--- src/rtl/seg_scan_decoder.sv ---
// seg_scan_decoder: receive-side monitor for a two-digit multiplexed 7-segment
// bus. Synchronises the segment/digit-select lines, accepts only patterns that
// stay stable for STABLE_CYCLES samples, decodes them back to BCD and
// publishes a 0..99 value once per complete tens+ones frame.
module seg_scan_decoder #(
    parameter int STABLE_CYCLES  = 4,
    parameter int TIMEOUT_CYCLES = 1048576
) (
    input  logic       clk,
    input  logic       res,
    input  logic [7:0] digit_seg,
    input  logic [1:0] digit_con,
    output logic [3:0] tens,
    output logic [3:0] ones,
    output logic [6:0] value,
    output logic       valid,
    output logic       frame_err,
    output logic       stale
);

    localparam logic [7:0]  STAB_MAX  = 8'(STABLE_CYCLES);
    localparam logic [7:0]  STAB_LAST = 8'(STABLE_CYCLES - 1);
    localparam logic [23:0] TO_MAX    = 24'(TIMEOUT_CYCLES);

    // Segment lines a..g (dp already stripped) back to a BCD digit; 4'hF = undecodable.
    function automatic logic [3:0] seg_decode(input logic [6:0] seg);
        logic [3:0] code;
        case (seg)
            7'h7E:   code = 4'd0;
            7'h30:   code = 4'd1;
            7'h6D:   code = 4'd2;
            7'h79:   code = 4'd3;
            7'h33:   code = 4'd4;
            7'h5B:   code = 4'd5;
            7'h5F:   code = 4'd6;
            7'h70:   code = 4'd7;
            7'h7F:   code = 4'd8;
            7'h7B:   code = 4'd9;
            default: code = 4'hF;
        endcase
        return code;
    endfunction

    logic [9:0]  s1_r, s2_r, s3_r;
    logic [7:0]  stab_cnt_r;
    logic [23:0] to_cnt_r;
    logic [3:0]  tens_cap_r, ones_cap_r;
    logic        tens_seen_r, ones_seen_r;
    logic [3:0]  tens_r, ones_r;
    logic [6:0]  value_r;
    logic        valid_r, frame_err_r, stale_r;

    logic        match_s, accept_s, publish_s, pub_ok_s, timeout_hit_s;
    logic [1:0]  con_s;
    logic [3:0]  code_s, pub_tens_s, pub_ones_s;
    logic [6:0]  pub_value_s, tens7_s;
    logic [23:0] to_next_s;

    // Accept detection, frame completion and timeout next-state.
    always_comb begin
        match_s       = (s2_r == s3_r);
        accept_s      = match_s && (stab_cnt_r == STAB_LAST);
        con_s         = s2_r[9:8];
        code_s        = seg_decode(s2_r[7:1]);
        publish_s     = 1'b0;
        pub_tens_s    = tens_cap_r;
        pub_ones_s    = ones_cap_r;
        if (accept_s) begin
            if ((con_s == 2'b10) && ones_seen_r) begin
                publish_s  = 1'b1;
                pub_tens_s = code_s;
            end else if ((con_s == 2'b01) && tens_seen_r) begin
                publish_s  = 1'b1;
                pub_ones_s = code_s;
            end else begin
                publish_s  = 1'b0;
            end
        end else begin
            publish_s = 1'b0;
        end
        pub_ok_s    = (pub_tens_s <= 4'd9) && (pub_ones_s <= 4'd9);
        tens7_s     = {3'b000, pub_tens_s};
        pub_value_s = (tens7_s << 3) + (tens7_s << 1) + {3'b000, pub_ones_s};
        if (accept_s) begin
            to_next_s = 24'd0;
        end else if (to_cnt_r < TO_MAX) begin
            to_next_s = to_cnt_r + 24'd1;
        end else begin
            to_next_s = to_cnt_r;
        end
        timeout_hit_s = !accept_s && (to_next_s == TO_MAX);
    end

    // Two-flop synchroniser plus one-sample history for the stability compare.
    always_ff @(posedge clk or posedge res) begin
        if (res) begin
            s1_r <= 10'd0;
            s2_r <= 10'd0;
            s3_r <= 10'd0;
        end else begin
            s1_r <= {digit_con, digit_seg};
            s2_r <= s1_r;
            s3_r <= s2_r;
        end
    end

    // Run-length of identical samples, saturating so a run accepts only once.
    always_ff @(posedge clk or posedge res) begin
        if (res) begin
            stab_cnt_r <= 8'd0;
        end else if (!match_s) begin
            stab_cnt_r <= 8'd0;
        end else if (stab_cnt_r < STAB_MAX) begin
            stab_cnt_r <= stab_cnt_r + 8'd1;
        end else begin
            stab_cnt_r <= stab_cnt_r;
        end
    end

    // Inactivity counter; any accepted sample (even a blank) counts as activity.
    always_ff @(posedge clk or posedge res) begin
        if (res) begin
            to_cnt_r <= 24'd0;
            stale_r  <= 1'b0;
        end else begin
            to_cnt_r <= to_next_s;
            stale_r  <= (to_next_s == TO_MAX);
        end
    end

    // Per-digit capture and seen flags; publish or timeout discards the frame.
    always_ff @(posedge clk or posedge res) begin
        if (res) begin
            tens_cap_r  <= 4'd0;
            ones_cap_r  <= 4'd0;
            tens_seen_r <= 1'b0;
            ones_seen_r <= 1'b0;
        end else if (publish_s) begin
            tens_seen_r <= 1'b0;
            ones_seen_r <= 1'b0;
        end else if (accept_s) begin
            if (con_s == 2'b10) begin
                tens_cap_r  <= code_s;
                tens_seen_r <= 1'b1;
            end else if (con_s == 2'b01) begin
                ones_cap_r  <= code_s;
                ones_seen_r <= 1'b1;
            end else begin
                tens_seen_r <= tens_seen_r;
            end
        end else if (timeout_hit_s) begin
            tens_seen_r <= 1'b0;
            ones_seen_r <= 1'b0;
        end else begin
            tens_seen_r <= tens_seen_r;
        end
    end

    // Published result and one-cycle status pulses.
    always_ff @(posedge clk or posedge res) begin
        if (res) begin
            tens_r      <= 4'd0;
            ones_r      <= 4'd0;
            value_r     <= 7'd0;
            valid_r     <= 1'b0;
            frame_err_r <= 1'b0;
        end else begin
            valid_r     <= publish_s && pub_ok_s;
            frame_err_r <= publish_s && !pub_ok_s;
            if (publish_s && pub_ok_s) begin
                tens_r  <= pub_tens_s;
                ones_r  <= pub_ones_s;
                value_r <= pub_value_s;
            end else begin
                value_r <= value_r;
            end
        end
    end

    assign tens      = tens_r;
    assign ones      = ones_r;
    assign value     = value_r;
    assign valid     = valid_r;
    assign frame_err = frame_err_r;
    assign stale     = stale_r;

endmodule

--- config.mk ---
export PLATFORM = sky130hd
export DESIGN_NAME = seg_scan_decoder
export DESIGN_NICKNAME = d
export VERILOG_FILES = /design/src/rtl/seg_scan_decoder.sv
export SDC_FILE = /design/constraint.sdc
export NUM_CORES = 1
export LEC_CHECK = 0
export ABC_AREA = 1
export BUFFER_PORTS_ARGS = -buffer_cell sky130_fd_sc_hd__buf_2
export CORE_UTILIZATION = 40
export CTS_CLUSTER_DIAMETER = 30
export DETAILED_ROUTE_END_ITERATION = 7
export MAX_ROUTING_LAYER = met4
export PLACE_DENSITY = 0.54
export RECOVER_POWER = 25
export REMOVE_ABC_BUFFERS = 1
export SLEW_MARGIN = 20
export SYNTH_ARGS = -nofsm -noshare
export SYNTH_HDL_FRONTEND = slang
export SYNTH_SLANG_ARGS = --single-unit
export TNS_END_PERCENT = 10
--- constraint.sdc ---
create_clock -name clk -period 5.3 [get_ports clk]
set_input_delay 1.59 -clock clk [delete_from_list [all_inputs] [get_ports clk]]
set_output_delay 1.59 -clock clk [all_outputs]
set_load 0.01 [all_outputs]
==> results of run 1 <==
## power groups by stage
stage	sequential [W]	combinational [W]	clock (W)
floorplan	0.000710	0.0000299	0
global placement	0.000712	0.0000425	0
detailed placement	0.000712	0.0000429	0
CTS	0.000699	0.0000432	0.000550
global route	0.000701	0.0000503	0.000577
finish	0.000699	0.0000424	0.000531
## Yosys cell counts, types with 3 or more instances
cell      count
o21bai_1      3
nand3_1      33
nand2_2       3
inv_2         7
ha_1          9
nand4_1      26
dfrtp_1      89
nor2_1       46
buf_2         4
or2_2         3
buf_4         3
nor3_1       10
nor2_4        3
xnor2_1       4
inv_1        95
a21oi_1       3
o21ai_0      24
xor2_1        4
nand2_1     186
## critical path, delay by kind of cell (launching register included)
kind            cells  cell delay, ps
compound gates      2             350
xor+xnor            1             130
flops               1             450
fa+ha+maj           2             950
simple gates       12            1590
buf+inv             3             260
## logic make-up after synthesis
kind of cell | Yosys count | share of synthesized area
buffers and inverters | 111 | 0.0977
adder cells (fa/ha/maj) | 11 | 0.0339
XOR/XNOR | 8 | 0.0155
AO/OA/AOI/OAI | 38 | 0.0516
AND/OR/NAND/NOR | 316 | 0.307
flip-flops | 89 | 0.494
## metal layers
metal | vias up | part of all wire | track usage | wire length [µm]
li1 | 1846 | - | - | -
met1 | 1633 | 0.50 | 0.243 | 4500
met2 | 56 | 0.46 | 0.282 | 4140
met3 | 7 | 0.028 | 0.0344 | 256
met4 | 0 | 0.0097 | 0.0440 | 87
met5 | - | 0 | - | 0
## flip-flops by register name, indices dropped and copies added, names as in the netlist
register     count
frame_err        1
ones             4
ones_cap_r       4
ones_seen_r      1
s1_r            10
s2_r            10
s3_r            10
stab_cnt_r       8
stale            1
tens             4
tens_cap_r       4
tens_seen_r      1
to_cnt_r        24
valid            1
value            6
## area by class of cell
| cell class | count | area, µm² |
|---|---|---|
| multi-input cells | 373 | 1830 |
| flip-flops and latches | 89 | 2230 |
| fillers | 1084 | 5870 |
| clock inverters | 7 | 103 |
| clock buffers | 9 | 124 |
| inverters | 102 | 384 |
| repair buffers | 32 | 180 |
| well taps | 140 | 175 |
## worst max-delay path by stage
stage / endpoint
finish: value[6]
detailed placement: value[6]
floorplan: frame_err
global placement: value[6]
global route: value[6]
CTS: value[6]
## stage by stage
| step | instances | total power (W) | cell area (µm²) | hold slack [ps] | setup WS (ps) |
|---|---|---|---|---|---|
| 2_1_floorplan | 564 | 0.000740 | 4450 | 331 | 1400 |
| 3_3_place_gp | 735 | 0.000754 | 4790 | 332 | 1700 |
| 3_5_place_dp | 735 | 0.000755 | 4790 | 336 | 1640 |
| 4_1_cts | 751 | 0.00129 | 5010 | 346 | 1630 |
| 5_1_grt | 752 | 0.00133 | 5020 | 354 | 1020 |
| 6_report | 752 | 0.00127 | 5020 | 341 | 1520 |
==> impl_metrics.csv, run 1 <==
group,metric,value,unit
synth,async_reset_ff_frac,1.00,
sta,worst_pin_slew,965,ps
final_layout,syn_to_final_growth,11.4,%
critical_path,rrSetupSlack,1520,ps
die,die_w,108,µm
sta,period_share,0.713,
synth,yosysWarnings,0,
power_and_ir_drop,p_per_area,253,nW/µm²
route,ant_nets,0,
die,num_io_pins,30,
global_routing,grt-ovfl-total,0,
final_layout,fin_nets,630,
synth,synthDistinctLibCells,33,
clock_tree,cts_hold_buf,0,
die,rows,38,
route,route.detailed.drc,0,
synth,netlist_instances,573,
hold_path,holdPathStages,0,
clock_tree,cts_num_sinks,89,
critical_path,cp_cell_sequence,"inv_1 > nand2_1 > nand2_1 > nor2_1 > nand2_1 > nor2_1 > nand3_4 > nor2_4 > or2_2 > o21a_1 > inv_1 > fa_1 > inv_1 > fa_1 > nand2_1 > nand2_1 > a21oi_1 > xnor2_1 > nand4_1 > nand2_1",
sta,skew,13.0,ps
sta,slew_violations,0,
clock_tree,htreeDepth,3,
flow_run,cap_violations,0,
critical_path,crit_fanout,34,
sta,post-route-min-period,3780,ps
clock_tree,clockRootBuffer,"clkbuf_8",
global_routing,grtUsageTotal,0.181,
power_and_ir_drop,p_seq_frac,0.549,
final_layout,final_cell_mix,"nand2_1 (186), inv_1 (95), dfrtp_1 (89)",
global_routing,grt_max_degree,57,
clock_tree,cts_tree,"built",
synth,netlist_area,4510,µm²
sta,fmax,265,MHz
clock_tree,cts_buffer_depth,2,
critical_path,cp.arrival,4070,ps
synth,post-synth-top-area-cell,"dfrtp_1",
synth,synth_edf_count,0,
hold_path,hp-start,"s1_r[7]",
clock_tree,clkTransAtPathRegs,100,ps
clock_tree,cts_resized,0,
clock_tree,clock_latency,350,ps
route,drt_iter0_drc,186,
power_and_ir_drop,p_int,0.000974,W
final_layout,drive_gt1_frac,0.113,
hold_path,hold_class,"flop to flop",
critical_path,r2r_start,"s2_r[1]",
route,wire_per_inst,11.9,µm
power_and_ir_drop,pwr-share-clk,0.417,
global_routing,grt_pass1_wl,16100,µm
die,core,10900,µm²
power_and_ir_drop,vdd_drop_max,0.147,mV
placement,hpwl,6490,µm
sta,rsz0062_at_grt,"false",
route,drt-total-wl,8980,µm
die,start_util,0.414,
hold_path,holdPathEnd,"s2_r[7]",
sta,hold_viol,0,
critical_path,crit_path_max_incr_delay,500,ps
die,dieArea,11700,µm²
power_and_ir_drop,power_frac_comb,0.033,
critical_path,start_kind,"flop",
sta,finalSetupTns,0,ps
final_layout,final_common_cell,"nand2_1",
sta,setup_viol,0,
power_and_ir_drop,cellLeakagePower,2.90,nW
synth,ys.flop_type,"dfrtp_1",
placement,numPortBuffers,29,
synth,synth_area_per_cell,7.87,µm²
sta,slew_headroom,0.354,
clock_tree,cts-buffers-inserted,9,
power_and_ir_drop,switching_share,0.234,
critical_path,slowest_stage,"fa_1",
route,vias,3542,
critical_path,path_class,"flop to flop",
synth,synthTopCellsByArea,"dfrtp_1 (49%), nand2_1 (15%), inv_1 (7.9%)",
critical_path,crit_required,5590,ps
synth,synth_seq_cells,89,
die,die_y,108,µm
critical_path,r2r_end,"value[6]",
critical_path,crit_path_frequent_cell,"nand2_1",
critical_path,r2r_cells,20,
final_layout,diodes,0,
power_and_ir_drop,switching_power,0.000298,W
synth,yosysSeqAreaShare,0.494,
global_routing,grt_pass1_vias,3456,
clock_tree,post_cts_buffers,0,
outcome,status,"completed",
critical_path,crit_start,"s2_r[1]",
route,dr.pass1.iters,5,
synth,synth_top_area_frac,0.494,
placement,place_congestion,0.873,
route,viasPerCell,4.71,
critical_path,setup.worst_path.end_class,"flop",
global_routing,antenna_found_initial,0,
final_layout,fin_util,0.461,
No activity file was read; power rests on OpenSTA's default activity.
==> run 2: changes to the inputs <==
- clock period: 5.3 -> 3.9 ns (I/O delays scaled with it)
==> run 2 against run 1 <==
Against the previous run: the run now ends with max-capacitance violations, max-slew violations left; setup slack got worse by 960 ps; count of clock-buffer cells in the layout unchanged; first-iteration DRC count decreased by 27%; register-to-register slack got worse by 960 ps; highest routed layer unchanged.
==> impl_metrics.csv, run 2 (synthesis results as in run 1) <==
group,metric,value,unit
power_and_ir_drop,power_frac_comb,0.032,
sta,rsz0062_at_grt,"false",
power_and_ir_drop,pwr-share-clk,0.418,
route,ant_nets,0,
outcome,status,"complete, but fails checks",
final_layout,diodes,0,
sta,hold_viol,0,
final_layout,final_common_cell,"nand2_1",
power_and_ir_drop,cellLeakagePower,2.88,nW
global_routing,grtUsageTotal,0.177,
clock_tree,cts_resized,0,
final_layout,largest_reg_flops,24,
route,drt-total-wl,8830,µm
outcome,failed_checks,"max-capacitance violations, max-slew violations",
sta,skew,13.6,ps
clock_tree,clkTransAtPathRegs,90,ps
final_layout,syn_to_final_growth,11.3,%
flow_run,cap_violations,1,
clock_tree,cts_tree,"built",
route,wire_per_inst,11.7,µm
die,num_io_pins,30,
sta,setup_viol,0,
global_routing,met3_usage,0.0416,
die,dieArea,11700,µm²
route,dr.pass1.iters,4,
critical_path,setup.worst_path.end_class,"flop",
final_layout,regArea,2230,µm²
sta,fmax,299,MHz
global_routing,grt_max_degree,90,
sta,finalSetupTns,0,ps
route,viasPerCell,4.72,
final_layout,drive_gt1_frac,0.116,
global_routing,antenna_found_initial,0,
critical_path,rrSetupSlack,560,ps
global_routing,grt.met2_usage,0.262,
power_and_ir_drop,p_per_area,344,nW/µm²
route,route.detailed.drc,0,
die,die_y,108,µm
die,die_w,108,µm
global_routing,busiest_layer,"met2",
global_routing,grt_pass1_wl,15400,µm
final_layout,final_cell_mix,"nand2_1 (186), inv_1 (94), dfrtp_1 (89)",
route,vias,3550,
final_layout,fin_nets,630,
clock_tree,cts_num_sinks,89,
final_layout,regMostFlops,"to_cnt_r",
final_layout,fin_util,0.461,
clock_tree,clock_latency,370,ps
global_routing,grt_pass1_vias,3334,
sta,slew_violations,90,
global_routing,grt-ovfl-total,0,
clock_tree,post_cts_buffers,0,
clock_tree,clockRootBuffer,"clkbuf_8",
sta,worst_pin_slew,2160,ps
critical_path,start_kind,"flop",
die,core,10900,µm²
die,start_util,0.414,
sta,post-route-min-period,3340,ps
critical_path,crit_required,4210,ps
power_and_ir_drop,vdd_drop_max,0.212,mV
placement,place_congestion,0.868,
critical_path,crit_fanout,3,
sta,slew_headroom,-0.439,
final_layout,fillers,1080,
power_and_ir_drop,p_seq_frac,0.550,
sta,period_share,0.857,
final_layout,multi_input_area,1840,µm²
clock_tree,cts_hold_buf,0,
route,drt_iter0_drc,135,
critical_path,cp.arrival,3650,ps
clock_tree,cts-buffers-inserted,9,
critical_path,path_class,"flop to flop",
placement,hpwl,6440,µm
power_and_ir_drop,switching_power,0.000407,W
clock_tree,cts_buffer_depth,2,
placement,numPortBuffers,29,
placement,dp_cells,736,
power_and_ir_drop,p_int,0.00132,W
global_routing,grt_use_met1,0.240,
hold_path,hold_class,"flop to flop",
power_and_ir_drop,switching_share,0.236,
die,rows,38,
power_and_ir_drop,power,0.00173,W
final_layout,stdcell_count,752,
clock_tree,htreeDepth,3,
==> run 2: worst paths after layout <==
| kind | startpoint | endpoint | cells after the start |
|---|---|---|---|
| max | stab_cnt_r[6] | value[6] | 19 |
| min | s1_r[3] | s2_r[3] | 0 |
| max reg2reg | stab_cnt_r[6] | value[6] | 19 |
| min reg2reg | s1_r[3] | s2_r[3] | 0 |
| max in group asynchronous | res | ones[2] | 3 |
| min in group asynchronous | res | to_cnt_r[23] | 3 |
==> run 2: power by group through the flow <==
stage | logic (W) | registers [W] | clock network (W)
final | 0.0000556 | 0.000949 | 0.000722
after global routing | 0.0000666 | 0.000952 | 0.000792
after CTS | 0.0000604 | 0.000950 | 0.000749
after detailed placement | 0.0000603 | 0.000968 | 0
after global placement | 0.0000593 | 0.000967 | 0
after floorplan | 0.0000406 | 0.000965 | 0
==> run 2: metal layers <==
metal  share of wire  vias to the layer above  routed length, µm
met2            0.46                       51               4030
met3           0.036                        6                314
met4           0.011                        0                 99
li1                -                     1854                  -
met5               0                        -                  0
met1            0.50                     1639               4380
==> run 2: metrics by stage <==
stage	instance area, µm²	setup WS [ps]	hold slack [ps]
floorplan	4450	423	331
global placement	4810	628	331
detailed placement	4810	552	336
CTS	5030	528	357
global route	5010	176	361
finish	5010	557	353
==> run 2: cell type report <==
type / count / area share
clock buffer: 9 / 0.0247
clock inverter: 7 / 0.0202
inverter: 102 / 0.0766
multi-input combinational: 373 / 0.367
sequential: 89 / 0.444
tap: 140 / 0.0349
timing repair buffer: 32 / 0.0327
==> run 2: worst max-delay path, stage by stage (launching register included) <==
cell and delay, ps:
dfrtp_1 380, nor2_1 100, nand3_1 100, nor2_1 200, nand2_1 140, inv_1 110, nand3_4 110, nor2_4 110
or2_2 110, o21a_1 190, inv_1 80, fa_1 500, inv_1 70, fa_1 450, nand2_1 90, nand2_1 50
a21oi_1 160, xnor2_1 140, nand4_1 100, nand2_1 80
